## src/rtl/sisc_ctrl_pkg.sv

```systemverilog
// Shared definitions for the SISC control sequencer: state encoding,
// opcode values and write-back mux select codes.
package sisc_ctrl_pkg;

  typedef enum logic [2:0] {
    ST_FETCH  = 3'd0,
    ST_DECODE = 3'd1,
    ST_EXEC   = 3'd2,
    ST_MEM    = 3'd3,
    ST_WB     = 3'd4,
    ST_HALT   = 3'd5
  } state_e;

  localparam logic [3:0] OP_NOP    = 4'b0000;
  localparam logic [3:0] OP_ALU    = 4'b0001;
  localparam logic [3:0] OP_LOAD   = 4'b0010;
  localparam logic [3:0] OP_LDI    = 4'b0011;
  localparam logic [3:0] OP_STORE  = 4'b0100;
  localparam logic [3:0] OP_BRANCH = 4'b0101;
  localparam logic [3:0] OP_HALT   = 4'b1111;

  localparam logic [1:0] WB_ALU = 2'b00;
  localparam logic [1:0] WB_MEM = 2'b01;
  localparam logic [1:0] WB_IMM = 2'b10;

  function automatic logic isLegalOp(input logic [3:0] op);
    case (op)
      OP_NOP, OP_ALU, OP_LOAD, OP_LDI, OP_STORE, OP_BRANCH, OP_HALT: return 1'b1;
      default: return 1'b0;
    endcase
  endfunction

endpackage

```

## src/rtl/sisc_seq_ctrl_if.sv

```systemverilog
// Control bundle between the SISC sequencer (master) and the datapath (slave).
// SISC_MEM_TIMEOUT_EN adds the sticky mem_timeout flag.
interface sisc_seq_ctrl_if;
  logic [3:0] opcode;
  logic       cond_met;
  logic       mem_ready;
  logic       ir_load;
  logic       pc_inc;
  logic       pc_load;
  logic       alu_en;
  logic       mem_rd;
  logic       mem_wr;
  logic [1:0] wb_sel;
  logic       rf_we;
  logic       halted;
  logic       illegal_op;
`ifdef SISC_MEM_TIMEOUT_EN
  logic       mem_timeout;
`endif

  modport master (
    input  opcode, cond_met, mem_ready,
    output ir_load, pc_inc, pc_load, alu_en, mem_rd, mem_wr,
           wb_sel, rf_we, halted, illegal_op
`ifdef SISC_MEM_TIMEOUT_EN
    , output mem_timeout
`endif
  );

  modport slave (
    output opcode, cond_met, mem_ready,
    input  ir_load, pc_inc, pc_load, alu_en, mem_rd, mem_wr,
           wb_sel, rf_we, halted, illegal_op
`ifdef SISC_MEM_TIMEOUT_EN
    , input mem_timeout
`endif
  );
endinterface

```

## src/rtl/sisc_mem_wait_timer.sv

```systemverilog
// Counts consecutive cycles a memory request waits without mem_ready and
// flags the cycle in which the wait reaches LIMIT.
module sisc_mem_wait_timer #(
  parameter int LIMIT = 15
) (
  input  logic clk,
  input  logic rst,
  input  logic waiting_i,
  input  logic ready_i,
  output logic expired_o
);

  logic [7:0] countQ;
  logic [7:0] countD;

  // Any cycle without an outstanding unanswered request restarts the count.
  always_comb begin
    countD = (waiting_i && !ready_i) ? countQ + 8'd1 : 8'd0;
  end

  always_ff @(posedge clk or posedge rst) begin
    if (rst) countQ <= 8'd0;
    else     countQ <= countD;
  end

  assign expired_o = waiting_i && !ready_i && (countQ == 8'(LIMIT - 1));

endmodule

```

## src/rtl/sisc_seq_ctrl.sv

```systemverilog
// Multicycle FETCH/DECODE/EXEC/MEM/WB sequencer driving the SISC datapath strobes.
// Optional memory-wait timeout enabled by defining SISC_MEM_TIMEOUT_EN.
module sisc_seq_ctrl
  import sisc_ctrl_pkg::*;
#(
  parameter int MEM_TIMEOUT = 15
) (
  input  logic               clk,
  input  logic               rst,
  sisc_seq_ctrl_if.master    bus
);

  if (MEM_TIMEOUT < 1 || MEM_TIMEOUT > 255) begin : g_badTimeout
    $error("MEM_TIMEOUT must be in 1..255");
  end

  state_e     stateQ, stateD;
  logic [3:0] opQ, opD;
  logic [1:0] wbSelQ, wbSelD;
  logic       illegalQ, illegalD;
  logic       memRdQ, memRdD;
  logic       memWrQ, memWrD;
  logic       aluEnQ, aluEnD;
  logic       rfWeQ, rfWeD;
  logic       haltedQ, haltedD;
  logic       fetchDone;
  logic       timeoutHit;

`ifdef SISC_MEM_TIMEOUT_EN
  logic       timeoutQ;

  sisc_mem_wait_timer #(
    .LIMIT(MEM_TIMEOUT)
  ) u_waitTimer (
    .clk       (clk),
    .rst       (rst),
    .waiting_i (memRdQ || memWrQ),
    .ready_i   (bus.mem_ready),
    .expired_o (timeoutHit)
  );

  assign bus.mem_timeout = timeoutQ;
`else
  assign timeoutHit = 1'b0;
`endif

  // memRdQ is still low in the first cycle after reset, so no fetch completes there.
  assign fetchDone = (stateQ == ST_FETCH) && memRdQ && bus.mem_ready;

  always_comb begin
    stateD   = stateQ;
    opD      = opQ;
    wbSelD   = wbSelQ;
    illegalD = illegalQ;

    case (stateQ)
      ST_FETCH: begin
        if (fetchDone)       stateD = ST_DECODE;
        else if (timeoutHit) stateD = ST_HALT;
      end
      ST_DECODE: begin
        opD = bus.opcode;
        case (bus.opcode)
          OP_ALU:  wbSelD = WB_ALU;
          OP_LOAD: wbSelD = WB_MEM;
          OP_LDI:  wbSelD = WB_IMM;
          default: wbSelD = wbSelQ;
        endcase
        if (!isLegalOp(bus.opcode)) illegalD = 1'b1;
        stateD = (bus.opcode == OP_HALT) ? ST_HALT : ST_EXEC;
      end
      ST_EXEC: begin
        case (opQ)
          OP_ALU, OP_LDI:    stateD = ST_WB;
          OP_LOAD, OP_STORE: stateD = ST_MEM;
          default:           stateD = ST_FETCH;
        endcase
      end
      ST_MEM: begin
        if (bus.mem_ready)   stateD = (opQ == OP_LOAD) ? ST_WB : ST_FETCH;
        else if (timeoutHit) stateD = ST_HALT;
      end
      ST_WB:   stateD = ST_FETCH;
      ST_HALT: stateD = ST_HALT;
      default: stateD = ST_FETCH;
    endcase

    // Strobes are registered against the state being entered.
    memRdD  = (stateD == ST_FETCH) || ((stateD == ST_MEM) && (opD == OP_LOAD));
    memWrD  = (stateD == ST_MEM) && (opD == OP_STORE);
    aluEnD  = (stateD == ST_EXEC) && (opD == OP_ALU);
    rfWeD   = (stateD == ST_WB);
    haltedD = (stateD == ST_HALT);
  end

  always_ff @(posedge clk or posedge rst) begin
    if (rst) begin
      stateQ   <= ST_FETCH;
      opQ      <= OP_NOP;
      wbSelQ   <= WB_ALU;
      illegalQ <= 1'b0;
      memRdQ   <= 1'b0;
      memWrQ   <= 1'b0;
      aluEnQ   <= 1'b0;
      rfWeQ    <= 1'b0;
      haltedQ  <= 1'b0;
`ifdef SISC_MEM_TIMEOUT_EN
      timeoutQ <= 1'b0;
`endif
    end else begin
      stateQ   <= stateD;
      opQ      <= opD;
      wbSelQ   <= wbSelD;
      illegalQ <= illegalD;
      memRdQ   <= memRdD;
      memWrQ   <= memWrD;
      aluEnQ   <= aluEnD;
      rfWeQ    <= rfWeD;
      haltedQ  <= haltedD;
`ifdef SISC_MEM_TIMEOUT_EN
      timeoutQ <= timeoutQ || timeoutHit;
`endif
    end
  end

  assign bus.ir_load    = fetchDone;
  assign bus.pc_inc     = fetchDone;
  assign bus.pc_load    = (stateQ == ST_EXEC) && (opQ == OP_BRANCH) && bus.cond_met;
  assign bus.alu_en     = aluEnQ;
  assign bus.mem_rd     = memRdQ;
  assign bus.mem_wr     = memWrQ;
  assign bus.wb_sel     = wbSelQ;
  assign bus.rf_we      = rfWeQ;
  assign bus.halted     = haltedQ;
  assign bus.illegal_op = illegalQ;

endmodule

```

## src/flat_wrapper.sv

```systemverilog
// flat-port wrapper written by rule: the top's interface ports become plain ports
module sisc_seq_ctrl_flat import sisc_ctrl_pkg::*;
#(
  parameter int MEM_TIMEOUT = 15
)
  (clk, rst, bus_opcode, bus_cond_met, bus_mem_ready, bus_ir_load, bus_pc_inc, bus_pc_load, bus_alu_en, bus_mem_rd, bus_mem_wr, bus_wb_sel, bus_rf_we, bus_halted, bus_illegal_op);
  sisc_seq_ctrl_if bus_i ();
  input  logic clk;
  input  logic rst;
  input wire logic [$bits(bus_i.opcode)-1:0] bus_opcode;
  input wire logic [$bits(bus_i.cond_met)-1:0] bus_cond_met;
  input wire logic [$bits(bus_i.mem_ready)-1:0] bus_mem_ready;
  output wire logic [$bits(bus_i.ir_load)-1:0] bus_ir_load;
  output wire logic [$bits(bus_i.pc_inc)-1:0] bus_pc_inc;
  output wire logic [$bits(bus_i.pc_load)-1:0] bus_pc_load;
  output wire logic [$bits(bus_i.alu_en)-1:0] bus_alu_en;
  output wire logic [$bits(bus_i.mem_rd)-1:0] bus_mem_rd;
  output wire logic [$bits(bus_i.mem_wr)-1:0] bus_mem_wr;
  output wire logic [$bits(bus_i.wb_sel)-1:0] bus_wb_sel;
  output wire logic [$bits(bus_i.rf_we)-1:0] bus_rf_we;
  output wire logic [$bits(bus_i.halted)-1:0] bus_halted;
  output wire logic [$bits(bus_i.illegal_op)-1:0] bus_illegal_op;
  assign bus_i.opcode = bus_opcode;
  assign bus_i.cond_met = bus_cond_met;
  assign bus_i.mem_ready = bus_mem_ready;
  assign bus_ir_load = bus_i.ir_load;
  assign bus_pc_inc = bus_i.pc_inc;
  assign bus_pc_load = bus_i.pc_load;
  assign bus_alu_en = bus_i.alu_en;
  assign bus_mem_rd = bus_i.mem_rd;
  assign bus_mem_wr = bus_i.mem_wr;
  assign bus_wb_sel = bus_i.wb_sel;
  assign bus_rf_we = bus_i.rf_we;
  assign bus_halted = bus_i.halted;
  assign bus_illegal_op = bus_i.illegal_op;
  sisc_seq_ctrl #(.MEM_TIMEOUT(MEM_TIMEOUT)) u_core (.clk(clk), .rst(rst), .bus(bus_i));
endmodule
```

## config.mk

```make
export PLATFORM = sky130hd
export DESIGN_NAME = sisc_seq_ctrl_flat
export DESIGN_NICKNAME = d
export VERILOG_FILES = /design/src/rtl/sisc_ctrl_pkg.sv /design/src/rtl/sisc_seq_ctrl_if.sv /design/src/rtl/sisc_mem_wait_timer.sv /design/src/rtl/sisc_seq_ctrl.sv /design/src/flat_wrapper.sv
export SDC_FILE = /design/constraint.sdc
export NUM_CORES = 1
export LEC_CHECK = 0
export ABC_CLOCK_PERIOD_IN_PS = 1900
export CAP_MARGIN = 10
export CORE_UTILIZATION = 49
export CTS_BUF_LIST = sky130_fd_sc_hd__clkbuf_8
export CTS_CLUSTER_DIAMETER = 200
export CTS_CLUSTER_SIZE = 25
export DETAILED_ROUTE_END_ITERATION = 10
export PLACE_DENSITY = 0.9
export SLEW_MARGIN = 15
export SYNTH_ARGS = -nofsm -noshare
export SYNTH_HDL_FRONTEND = slang
export SYNTH_SLANG_ARGS = --single-unit
```

## constraint.sdc

```tcl
create_clock -name clk -period 1.9 [get_ports clk]
set_input_delay 0.285 -clock clk [delete_from_list [all_inputs] [get_ports clk]]
set_output_delay 0.285 -clock clk [all_outputs]
set_load 0.01 [all_outputs]
```

### Yosys cells after proc, flatten, opt, wreduce, memory -nomap -nowiden

Cells that the tools add are included.

| cells by class | value |
|---|---|
| add/sub/neg operators | 0 |
| multiply operators | 0 |
| div/mod/pow operators | 0 |
| order comparisons | 0 |
| equality and inequality tests | 22 |
| shift operators | 0 |
| mux-type cells | 10 |
| bitwise logic cells | 1 |
| reduce and logical (&&, ||, !) cells | 17 |

Operators by type and width:

| cell | number |
|---|---|
| $eq 4x2->1 const B | 5 |
| $eq 4x3->1 const B | 5 |
| $pmux 3 s5 | 1 |
| $eq 3x2->1 const B | 4 |
| $eq 4x1->1 const B | 3 |
| $mux 3 | 4 |
| $eq 3x3->1 const B | 3 |
| $logic_and 1x1->1 | 7 |
| $reduce_or 7->1 | 1 |
| $logic_not 3->1 | 2 |
| $pmux 2 s3 | 1 |
| $pmux 3 s2 | 1 |
| $eq 4x4->1 const B | 1 |
| $logic_not 4->1 | 1 |
| $mux 4 | 1 |
| $reduce_and 2->1 | 2 |
| $reduce_or 2->1 | 2 |
| $eq 3x1->1 const B | 1 |
| $reduce_bool 3->1 | 1 |
| $mux 1 | 2 |
| $logic_or 1x1->1 | 1 |
| $not 1->1 | 1 |

| storage, ports and cells | value |
|---|---|
| register bits after elaboration | 15 |
| bits in latches | 0 |
| bits in writable memories | 0 |
| ROM bits | 0 |
| input bits | 8 |
| output and inout port bits | 11 |
| logic and storage cells | 59 |
| memories kept | 0 |

### Depth between registers and ports, before layout

| logic depth | value |
|---|---|
| depth in word-level cells | 8 |
| mapped depth | 5 |
| gate-level depth less buffers | 4 |

### Worst setup path before layout

No wires, ideal clock.

| path | value |
|---|---|
| path type | register to register |
| from | reg u_core.opQ[0] |
| to | reg u_core.memRdQ, in the netlist u_core.bus.mem_rd |
| setup time | 0.120 ns |
| arrival | 1.328 ns |
| setup slack | 0.451 ns |
| stages on the path, launching flop included | 6 |
| period minus slack after synthesis | 1.449 ns |
| cell sequence | dfrtp_1 buf_6 and4b_1 a21oi_1 or4_4 o211a_1 |

| between the ends | value |
|---|---|
| longest elaborated chain between the ends | 7 |
| elaborated cells on any way between the ends | 16 |
| those cells by class | eq/ne: 6; mux: 5; reduce/logical: 5 |

Ends and longest elaborated chain:

| item | line | RTL |
|---|---|---|
| from (decl) | sisc_seq_ctrl.sv:18 | `logic [3:0] opQ, opD;` |
| from (signal assigned) | sisc_seq_ctrl.sv:112 | `opQ <= opD;` |
| $eq 4x3->1 (tied with other cells) | sisc_seq_ctrl.sv:73 | `case (opQ)` |
| $reduce_or 2->1 / $mux 3 (equally long branches) | sisc_seq_ctrl.sv:73, sisc_seq_ctrl.sv:80 |  |
| $pmux 3 s2 / $mux 3 (equally long branches) | sisc_seq_ctrl.sv:73, sisc_seq_ctrl.sv:80 |  |
| $pmux 3 s5 | sisc_seq_ctrl.sv:56 | `case (stateQ)` |
| $eq 3x2->1 | sisc_seq_ctrl.sv:89 | `memRdD = (stateD == ST_FETCH) \|\| ((stateD == ST_MEM) && (opD == OP_LOAD));` |
| $logic_and 1x1->1 | sisc_seq_ctrl.sv:89 |  |
| $logic_or 1x1->1 (*) | sisc_seq_ctrl.sv:89 |  |
| via u_core.memRdD | sisc_seq_ctrl.sv:21 | `logic memRdQ, memRdD;` |
| to (signal assigned) | sisc_seq_ctrl.sv:115 | `memRdQ <= memRdD;` |
| to (decl) | sisc_seq_ctrl.sv:21 |  |

Mark *: on every way through the listed nets, which the timed path passes. The rest lies on a longest branch.
A chain may end at the register's enable or synchronous reset.

### Worst setup path in the final report

| path | value |
|---|---|
| from | reg u_core.stateQ[1] |
| to | out bus_pc_load |

| between the ends | value |
|---|---|
| longest elaborated chain between the ends | 3 |

Ends and longest elaborated chain:

| item | line | RTL |
|---|---|---|
| from (decl) | sisc_seq_ctrl.sv:17 | `state_e stateQ, stateD;` |
| from (signal assigned) | sisc_seq_ctrl.sv:111 | `stateQ <= stateD;` |
| $eq 3x2->1 | sisc_seq_ctrl.sv:128 | `assign bus.pc_load = (stateQ == ST_EXEC) && (opQ == OP_BRANCH) && bus.cond_met;` |
| $logic_and 1x1->1 (2 in a row) | sisc_seq_ctrl.sv:128 |  |
| to (decl) | flat_wrapper.sv:15 | `output wire logic [$bits(bus_i.pc_load)-1:0] bus_pc_load;` |

No other way between the ends.

==> flow_metrics.env <==
export IMPL_drt_iter0_markers=9
export IMPL_finalSetupViolCount=0
export IMPL_n_antenna_cell=0
export IMPL_crit_chain="buf_4, nand2b_1, nor3_1, dlygate4sd2_1"
export IMPL_synth_top_family_by_area="simple AND/OR/NAND/NOR gates"
export IMPL_numClockSinks=15
export IMPL_leakage_uw=0.000500
export IMPL_r2r_start="u_core.stateQ[0]"
export IMPL_yosys_area_share_xor_xnor_pct=1.17
export IMPL_start_kind="register"
export IMPL_yosys_warnings=0
export IMPL_worst_slew_pin_slew_ps=552
export IMPL_p_comb_share_pct=5.6
export IMPL_hold_violations=0
export IMPL_grt_max_degree=16
export IMPL_drc_errors=0
export IMPL_fin_nets=101
export IMPL_arrival_ps=1370
export IMPL_timing_reg2reg_setup_slack_ps=340
export IMPL_hold_class="in -> async"
export IMPL_drive_gt1_share_pct=20.7
export IMPL_clk_latency_ps=250
export IMPL_yosysTopAreaCell="dfrtp_1"
export IMPL_overflow=0
export IMPL_finalClockSkew_ps=1.65
export IMPL_dp_hpwl_um=1130
export IMPL_powerDensity_nw_per_um2=608
export IMPL_final_cell_mix="clkdlybuf4s50_1 (15), dfrtp_1 (13), inv_1 (6)"
export IMPL_setup_worst_path_end_class="primary output"
export IMPL_cp_slowest_cell="dfrtp_2"
export IMPL_antenna_found_initial=0
export IMPL_ys_seq_elements=15
export IMPL_ys_seq_area_share_pct=50.3
export IMPL_wl_um=1600
export IMPL_routed_via_count=614
export IMPL_synth_area_leaders="dfrtp_1 (50%), mux2_2 (6.0%), nor3b_4 (5.0%)"
export IMPL_max_cap_violations=0
export IMPL_path_delay_family="buffers and inverters"
export IMPL_viasPerCell=5.74
export IMPL_fmax_mhz=604
export IMPL_cp_max_fo=7
export IMPL_clockBufferDepth=2
export IMPL_worst_setup_path_type="reg -> out"
export IMPL_clkPwrFrac_pct=42.3
export IMPL_grt_pass1_wl_um=2480
export IMPL_wl_per_cell_um=14.9
export IMPL_synth_fa_ha_area_share_pct=0
export IMPL_syn_area_um2=747
export IMPL_layout_min_cycle_time_ps=1660
export IMPL_core_area_um2=1370
export IMPL_tritoncts="done"
export IMPL_synthCells=69
export IMPL_place_congestion=0.828
export IMPL_layout_commonest_cell="clkdlybuf4s50_1"
export IMPL_relSlewSlack_pct=63.2
export IMPL_grtUsageTotal_pct=24.3
export IMPL_hold_buffers=0
export IMPL_portBuffers=18
export IMPL_reg2reg_depth=5
export IMPL_final_max_slew_violation_count=0
export IMPL_crit_buf_inv=2
export IMPL_dieWidth_um=41.0
export IMPL_period_share_pct=87.2
export IMPL_post_route_util_pct=73.7
export IMPL_clockRootBuffer="clkbuf_8"
export IMPL_crit_required_ps=1620
export IMPL_ant_nets=0
export IMPL_synth_area_per_cell_um2=10.8
export IMPL_drtPass1Iterations=4
export IMPL_rsz0062_at_grt="false"
export IMPL_p_sw_share_pct=21.4
export IMPL_num_rows=13
export IMPL_synthSimpleGateAreaFrac_pct=21.4
export IMPL_internal_power_uw=482
export IMPL_synth_top_area_share_pct=50.3
export IMPL_seq_power_share_pct=52.1
export IMPL_start_util_pct=54.7
export IMPL_clkTransAtPathRegs_ps=60
export IMPL_timing_rr_end="u_core.bus.mem_rd"
export IMPL_dieArea_um2=1680
export IMPL_fp_dieH_um=41.0
export IMPL_irDropWorstVdd_mv=0.567
export IMPL_tns_ps=0
export IMPL_cts_buffers=3
export IMPL_synth_cell_type_count=29
export IMPL_synth_nets=77
export IMPL_io_pins=19
export IMPL_synth_compound_area_share_pct=13.9
export IMPL_switchingPower_uw=131
export IMPL_area_growth_pct=34.8
export IMPL_outcome="completed"
export IMPL_slowest_delay_ps=380
export IMPL_grt_pass1_vias=544
export IMPL_htreeDepth=1
export IMPL_synth_mux_area_share_pct=6.03
-- cell families after synthesis --
kind of cell	count (synthesis)
multiplexers	4
flip-flops	15
buffers and inverters	10
AO/OA/AOI/OAI	16
XOR/XNOR	1
AND/OR/NAND/NOR	23
-- flip-flops by register name, indices dropped and copies added, names as in the netlist --
signal,count
u_core.bus.alu_en,1
u_core.bus.mem_wr,1
u_core.bus.wb_sel,2
u_core.bus.halted,1
u_core.bus.mem_rd,1
u_core.bus.illegal_op,1
u_core.stateQ,3
u_core.bus.rf_we,1
u_core.opQ,4
-- stage by stage --
step | hold WS, ps | cells | setup WS [ps] | total power [uW] | area (um2)
after floorplan | 186 | 69 | 451 | 333 | 747
after CTS | 418 | 107 | 22.1 | 617 | 998
after global placement | 463 | 102 | 73.0 | 359 | 945
final | 386 | 107 | 244 | 613 | 1010
after global routing | 481 | 107 | 197 | 634 | 1010
after detailed placement | 483 | 102 | 77.8 | 360 | 945
-- worst max path at each step --
stage	start	depth (start not counted)	slack (ps)	endpoint
after floorplan	u_core.opQ[0]	5	450	u_core.bus.mem_rd
after global placement	bus_cond_met	4	70	bus_pc_load
after detailed placement	bus_cond_met	4	80	bus_pc_load
after CTS	u_core.stateQ[0]	3	20	bus_ir_load
after global routing	u_core.stateQ[1]	4	200	bus_pc_load
final	u_core.stateQ[1]	4	240	bus_pc_load
-- final cells by class --
cell class                 instances  area, um2
inverter                           6       22.5
clock inverter                     1       5.00
timing repair buffer              23        221
multi-input combinational         44        320
sequential                        15        378
tap                               15       18.8
clock buffer                       3       41.3
fill                             105        359
-- power groups by stage --
stage          registers, uW  clock network (uW)  logic, uW
5_1_grt                  319                 276       38.1
4_1_cts                  319                 263       34.9
6_report                 319                 259       34.2
3_3_place_gp             325                   0       34.2
3_5_place_dp             325                   0       34.4
2_1_floorplan            325                   0       8.05
-- synthesized netlist by cell type, drive strengths merged --
cell type  count
a21oi          5
o21ai          4
mux2           4
or4            1
a31oi          1
a32o           1
inv            6
dfrtp         15
a211o          1
and4           1
nor4           2
nand2          3
buf            4
nor3           2
nor3b          2
o21bai         1
nor4b          1
nor2           5
nand4          3
a211oi         1
nand2b         1
and4b          1
nor2b          1
o2bb2ai        1
o211a          1
xnor2          1
-- layer usage --
metal | track usage (%) | vias to the layer above | share of wire (%)
met1 | 31.0 | 296 | 44
li1 | - | 295 | -
met4 | 12.5 | 0 | 1.7
met2 | 38.3 | 17 | 50
met3 | 4.89 | 6 | 3.6
met5 | 0 | - | 0
-- what timing repair did --
| action | in CTS | in global routing |
|---|---|---|
| endpoints found under the setup margin | 3 | 2 |
| buffers inserted | 1 | 0 |
| gates resized for setup | 2 | 4 |
| gates cloned | 0 | 0 |
(Power assumes the default switching activity.)
